===== config.mk =====
export PLATFORM = sky130hd
export DESIGN_NAME = multicycle_ctrl
export DESIGN_NICKNAME = d
export VERILOG_FILES = /design/src/rtl/multicycle_ctrl.sv
export SDC_FILE = /design/constraint.sdc
export NUM_CORES = 1
export LEC_CHECK = 0
export BUFFER_PORTS_ARGS = -buffer_cell sky130_fd_sc_hd__buf_2
export CAP_MARGIN = 15
export CORE_ASPECT_RATIO = 0.6
export CORE_UTILIZATION = 47
export DETAILED_ROUTE_END_ITERATION = 10
export GPL_TIMING_DRIVEN = 0
export PLACE_DENSITY = 0.76
export REMOVE_ABC_BUFFERS = 1
export SLEW_MARGIN = 10
export SYNTH_ARGS = -nofsm -noshare
export SYNTH_HDL_FRONTEND = slang
export SYNTH_SLANG_ARGS = --single-unit

===== constraint.sdc =====
create_clock -name clk -period 1.6 [get_ports clk]
set_input_delay 0 -clock clk [delete_from_list [all_inputs] [get_ports clk]]
set_output_delay 0 -clock clk [all_outputs]
set_load 0.01 [all_outputs]

===== src/rtl/multicycle_ctrl.sv =====
// Main control FSM for a multi-cycle RV32I subset core (lw, sw, R/I-type ALU, beq/bne, lui).
// Optional illegal-opcode trap state enabled by defining MULTICYCLE_CTRL_ILLEGAL_TRAP_EN.
module multicycle_ctrl #(
    parameter int RETIRE_CNT_WIDTH = 32
) (
    input  logic                        clk,
    input  logic                        rst,
    input  logic [6:0]                  op,
    input  logic [2:0]                  funct3,
    input  logic                        funct7b5,
    input  logic                        zero,
    input  logic                        mem_ready,
    output logic                        pc_write,
    output logic                        adr_src,
    output logic                        mem_write,
    output logic                        ir_write,
    output logic [1:0]                  result_src,
    output logic [1:0]                  alu_src_a,
    output logic [1:0]                  alu_src_b,
    output logic [1:0]                  alu_op,
    output logic [1:0]                  imm_src,
    output logic                        reg_write,
    output logic                        instr_retired,
    output logic [RETIRE_CNT_WIDTH-1:0] retire_count,
    output logic                        illegal_instr
);

    localparam logic [6:0] OP_LOAD   = 7'b0000011;
    localparam logic [6:0] OP_STORE  = 7'b0100011;
    localparam logic [6:0] OP_RTYPE  = 7'b0110011;
    localparam logic [6:0] OP_ITYPE  = 7'b0010011;
    localparam logic [6:0] OP_BRANCH = 7'b1100011;
    localparam logic [6:0] OP_LUI    = 7'b0110111;

    typedef enum logic [3:0] {
        S_FETCH,
        S_DECODE,
        S_MEMADR,
        S_MEMREAD,
        S_MEMWB,
        S_MEMWRITE,
        S_EXECR,
        S_EXECI,
        S_ALUWB,
        S_BRANCH,
        S_LUI
`ifdef MULTICYCLE_CTRL_ILLEGAL_TRAP_EN
        , S_TRAP
`endif
    } state_t;

    // Moore part of the outputs, registered alongside the state they belong to.
    typedef struct packed {
        logic       adr_src;
        logic       mem_write;
        logic       fetch;
        logic       branch;
        logic [1:0] result_src;
        logic [1:0] alu_src_a;
        logic [1:0] alu_src_b;
        logic [1:0] alu_op;
        logic [1:0] imm_src;
        logic       reg_write;
        logic       retire;
        logic       retire_on_ready;
`ifdef MULTICYCLE_CTRL_ILLEGAL_TRAP_EN
        logic       illegal;
`endif
    } ctrl_t;

    state_t                      r_state;
    ctrl_t                       r_ctrl;
    logic [RETIRE_CNT_WIDTH-1:0] r_retire_count;
    logic                        w_run;
    logic                        w_unused_inputs;

    function automatic state_t f_next(input state_t s, input logic [6:0] opc, input logic ready);
        state_t n;
        n = S_FETCH;
        case (s)
            S_FETCH:    n = ready ? S_DECODE : S_FETCH;
            S_DECODE: begin
                case (opc)
                    OP_LOAD, OP_STORE: n = S_MEMADR;
                    OP_RTYPE:          n = S_EXECR;
                    OP_ITYPE:          n = S_EXECI;
                    OP_BRANCH:         n = S_BRANCH;
                    OP_LUI:            n = S_LUI;
`ifdef MULTICYCLE_CTRL_ILLEGAL_TRAP_EN
                    default:           n = S_TRAP;
`else
                    default:           n = S_FETCH;
`endif
                endcase
            end
            S_MEMADR:   n = (opc == OP_STORE) ? S_MEMWRITE : S_MEMREAD;
            S_MEMREAD:  n = ready ? S_MEMWB : S_MEMREAD;
            S_MEMWRITE: n = ready ? S_FETCH : S_MEMWRITE;
            S_EXECR:    n = S_ALUWB;
            S_EXECI:    n = S_ALUWB;
`ifdef MULTICYCLE_CTRL_ILLEGAL_TRAP_EN
            S_TRAP:     n = S_TRAP;
`endif
            default:    n = S_FETCH;
        endcase
        return n;
    endfunction

    function automatic ctrl_t f_decode(input state_t s, input logic [6:0] opc);
        ctrl_t c;
        c = '0;
        case (s)
            S_FETCH: begin
                c.fetch      = 1'b1;
                c.alu_src_b  = 2'b10;
                c.result_src = 2'b10;
            end
            // ALUOut <= OldPC + B-immediate, ready for a possible branch.
            S_DECODE: begin
                c.alu_src_a = 2'b01;
                c.alu_src_b = 2'b01;
                c.imm_src   = 2'b10;
            end
            S_MEMADR: begin
                c.alu_src_a = 2'b10;
                c.alu_src_b = 2'b01;
                c.imm_src   = (opc == OP_STORE) ? 2'b01 : 2'b00;
            end
            S_MEMREAD: c.adr_src = 1'b1;
            S_MEMWB: begin
                c.result_src = 2'b01;
                c.reg_write  = 1'b1;
                c.retire     = 1'b1;
            end
            S_MEMWRITE: begin
                c.adr_src         = 1'b1;
                c.mem_write       = 1'b1;
                c.retire_on_ready = 1'b1;
            end
            S_EXECR: begin
                c.alu_src_a = 2'b10;
                c.alu_op    = 2'b10;
            end
            S_EXECI: begin
                c.alu_src_a = 2'b10;
                c.alu_src_b = 2'b01;
                c.alu_op    = 2'b10;
            end
            S_ALUWB: begin
                c.reg_write = 1'b1;
                c.retire    = 1'b1;
            end
            S_BRANCH: begin
                c.alu_src_a = 2'b10;
                c.alu_op    = 2'b01;
                c.branch    = 1'b1;
                c.retire    = 1'b1;
            end
            S_LUI: begin
                c.imm_src    = 2'b11;
                c.result_src = 2'b11;
                c.reg_write  = 1'b1;
                c.retire     = 1'b1;
            end
`ifdef MULTICYCLE_CTRL_ILLEGAL_TRAP_EN
            S_TRAP: c.illegal = 1'b1;
`endif
            default: c = '0;
        endcase
        return c;
    endfunction

    always_ff @(posedge clk) begin
        if (rst) begin
            r_state        <= S_FETCH;
            r_ctrl         <= f_decode(S_FETCH, op);
            r_retire_count <= '0;
        end else begin
            r_state <= f_next(r_state, op, mem_ready);
            r_ctrl  <= f_decode(f_next(r_state, op, mem_ready), op);
            if (instr_retired) begin
                r_retire_count <= r_retire_count + RETIRE_CNT_WIDTH'(1);
            end
        end
    end

    // Reset masks every control output so nothing is written while it is held.
    assign w_run = ~rst;

    assign pc_write      = w_run & ((r_ctrl.fetch & mem_ready) |
                                    (r_ctrl.branch & (zero ^ funct3[0])));
    assign ir_write      = w_run & r_ctrl.fetch & mem_ready;
    assign adr_src       = w_run & r_ctrl.adr_src;
    assign mem_write     = w_run & r_ctrl.mem_write;
    assign result_src    = w_run ? r_ctrl.result_src : 2'b00;
    assign alu_src_a     = w_run ? r_ctrl.alu_src_a  : 2'b00;
    assign alu_src_b     = w_run ? r_ctrl.alu_src_b  : 2'b00;
    assign alu_op        = w_run ? r_ctrl.alu_op     : 2'b00;
    assign imm_src       = w_run ? r_ctrl.imm_src    : 2'b00;
    assign reg_write     = w_run & r_ctrl.reg_write;
    assign instr_retired = w_run & (r_ctrl.retire | (r_ctrl.retire_on_ready & mem_ready));
    assign retire_count  = r_retire_count;

`ifdef MULTICYCLE_CTRL_ILLEGAL_TRAP_EN
    assign illegal_instr = w_run & r_ctrl.illegal;
`else
    assign illegal_instr = 1'b0;
`endif

    // funct7b5 and funct3[2:1] feed the ALU decoder, not this FSM.
    assign w_unused_inputs = ^{funct7b5, funct3[2:1]};

endmodule


==> flow_summary.ini <==
[status]
status = complete, but fails checks
failed_checks = setup timing

[clock_tree]
cts.sinks = 51
path_clk_slew_ps = 90
clock_latency_ps = 310
cts_buffers = 5
cts_buffer_depth = 2
htree_levels = 2
cts_root_buffer = clkbuf_8
cts_tree = yes

[synth]
synth_compound_area_share_pct = 10.19
ys_seq_area_share_pct = 40.96
synth_fa_ha_area_share_pct = 0.5020
synthFlopType = dfxtp_1
synth_seq_cells = 51
synth_area_leaders = dfxtp_1 41%, xor2_1 8.4%, nor2_1 5.7%
synth_edf_count = 0
synth_top_family_by_area = simple AND/OR/NAND/NOR gates
synth.distinct_cells = 58
yosysTopAreaCell = dfxtp_1
synthSimpleGateAreaFrac_pct = 35.44
synthMuxAreaShare_pct = 0
synth_cells = 282
syn-cell-area_um2 = 2492
yosysWarnings = 0
yosys.area.top_type_share_pct = 40.96
syn-mean-instance-area_um2 = 8.838
synthXorXnorAreaFrac_pct = 9.488
async_flop_share_pct = 0

[power]
power_switching_uw = 533.5
pwr-share-comb_pct = 6.8
power_frac_seq_pct = 54.6
peakVddDrop_uv = 529.1
swShare_pct = 22.90
leakagePower_nw = 1.534
internal_power_mw = 1.796
power_density_nw_per_um2 = 681.9
power_frac_clock_pct = 38.6

[die]
die_width_um = 96.01
ios = 64
start_util_pct = 49.06
std_cell_rows = 20
core_um2 = 5080
die-height_um = 58.41
die_area_um2 = 5607

[sta]
max_slew.worst_pin.slew_ps = 657.1
final-hold-violation-count = 0
setup_violations = 23
final.min_clock_period_ps = 1762
fmax_ghz = 0.5674
finalSetupTns_ps = -1814
setup_ws_ps = -162.5
maxSlewViolCount = 0
fin_skew_ps = 13.65
rsz0062_at_grt = true
max-slew-margin-rel_pct = 56.19
fin_crit_sh_pct = 110.2

[placement]
io_buffers = 59
place_congestion = 0.8815
hpwl_um = 3735

[routing]
routedWlPerCell_um = 14.72
drtPass1Iterations = 4
routed_wl_um = 6434
drcViolationCount = 0
drtAntennaViolNets = 0
drt_iter0_drc = 139
num_vias = 2376
vias_per_cell = 5.437

[hold_path]
hold_class = in -> reg

[critical_path]
required_ps = 1840
arrival_ps = 2000
cp-start-kind = flop
critPathMaxFanout = 3
reg2reg_slack_ps = -160
crit_type = reg -> reg
end_kind = flop

[global_route]
antenna_found_initial = 0
grt_usage_pct = 22.17
grt_max_degree = 68
overflow = 0
grt_pass1_vias = 1992
grt_pass1_wl_um = 9501

[job]
cap_viol_max_count = 0

[finish]
multi_input_area_um2 = 1519
area_delta_synth_final_pct = 37.05
antenna_cells = 0
finalNetCount = 386
utilization_pct = 67.24
final-seq-area_um2 = 1071
drive_gt1_share_pct = 43.13
nFillCells = 434
-- synth_stat cells, types with 3 or more instances --
library cell,n
nor2_1,38
a21oi_1,10
or4_1,3
clkbuf_1,5
xnor2_1,3
nor3_1,5
or3_1,3
nand3b_1,3
xor2_1,24
nand2_1,17
o31ai_1,3
nand4_1,12
and3_1,8
dfxtp_1,51
buf_2,4
nand3_1,16
o21ai_0,3
nor2b_1,16
buf_4,3
nand2b_1,7
-- layout by cell type, fill, tap and decap left out, types with 8 or more instances in the layout --
cell type	netlist	layout
dfxtp_4	0	8
buf_4	3	28
dfxtp_1	51	27
nor2_1	38	36
nor2b_1	16	16
and3_1	8	8
nand4_1	12	12
nand2_1	17	16
buf_6	0	8
buf_2	4	59
xor2_1	24	24
dfxtp_2	0	16
nand3_1	16	14
-- area by class of cell --
cell class	count	share of cell area, %
clock inverter	3	1.282
tap	66	2.418
multi-input combinational	214	44.47
clock buffer	5	2.015
inverter	2	0.2198
sequential	51	31.36
timing repair buffer	96	18.24
-- worst max-delay path: stages, from the launching register on --
cell and delay [ps]:
dfxtp_4 350, or4b_4 580, nor2_4 180, a32oi_4 90, or3b_1 370, a21boi_1 130
-- state kept, by name, summed over array words and instances (netlist names) --
register,count
r_ctrl,15
r_state,4
retire_count,32
-- worst paths after layout --
check                                startpoint               to  cells past startpoint
worst max-delay path                 r_state[3]       r_ctrl[16]                      5
worst min-delay path                  mem_ready       r_ctrl[11]                      3
worst max register to register       r_state[3]       r_ctrl[16]                      5
worst min register to register  retire_count[1]  retire_count[1]                      2
-- through the flow --
step	total power, mW	setup WS (ps)	cells	hold WS (ps)	instance area (um2)
final	2.329	-162.5	437	89.51	3416
after global routing	2.418	-193.4	437	106.1	3416
after CTS	2.332	-156.3	432	84.88	3296
after detailed placement	1.447	-884.7	392	407.0	2796
after global placement	1.444	-802.8	392	393.3	2796
after floorplan	1.378	-455.3	267	46.41	2419
-- kinds of logic after synthesis --
group                    after synthesis
AND/OR/NAND/NOR                      151
buffers and inverters                 17
XOR/XNOR                              27
other                                  1
AO/OA/AOI/OAI                         34
adder cells (fa/ha/maj)                1
flip-flops                            51
-- power by group through the flow --
stage / combinational, mW / sequential, mW / clock [mW]
finish: 0.158 / 1.27 / 0.899
global route: 0.171 / 1.27 / 0.972
CTS: 0.138 / 1.28 / 0.919
detailed placement: 0.131 / 1.32 / 0
global placement: 0.129 / 1.32 / 0
floorplan: 0.0648 / 1.31 / 0
-- per-layer routing --
| metal | GRT usage (%) | routed length [um] |
|---|---|---|
| met3 | 4.910 | 413 |
| met5 | 0 | 0 |
| met2 | 31.21 | 2808 |
| met4 | 6.183 | 62 |
| met1 | 33.57 | 3149 |
-- timing repair --
item	in CTS	in global routing
pin swaps	21	10
buffers inserted	32	4
gates cloned	0	0
endpoints found under the hold margin	0	0
setup endpoints to repair	41	30
hold buffers	0	0
gates resized for setup	54	16
No activity file was read; power rests on OpenSTA's default activity.
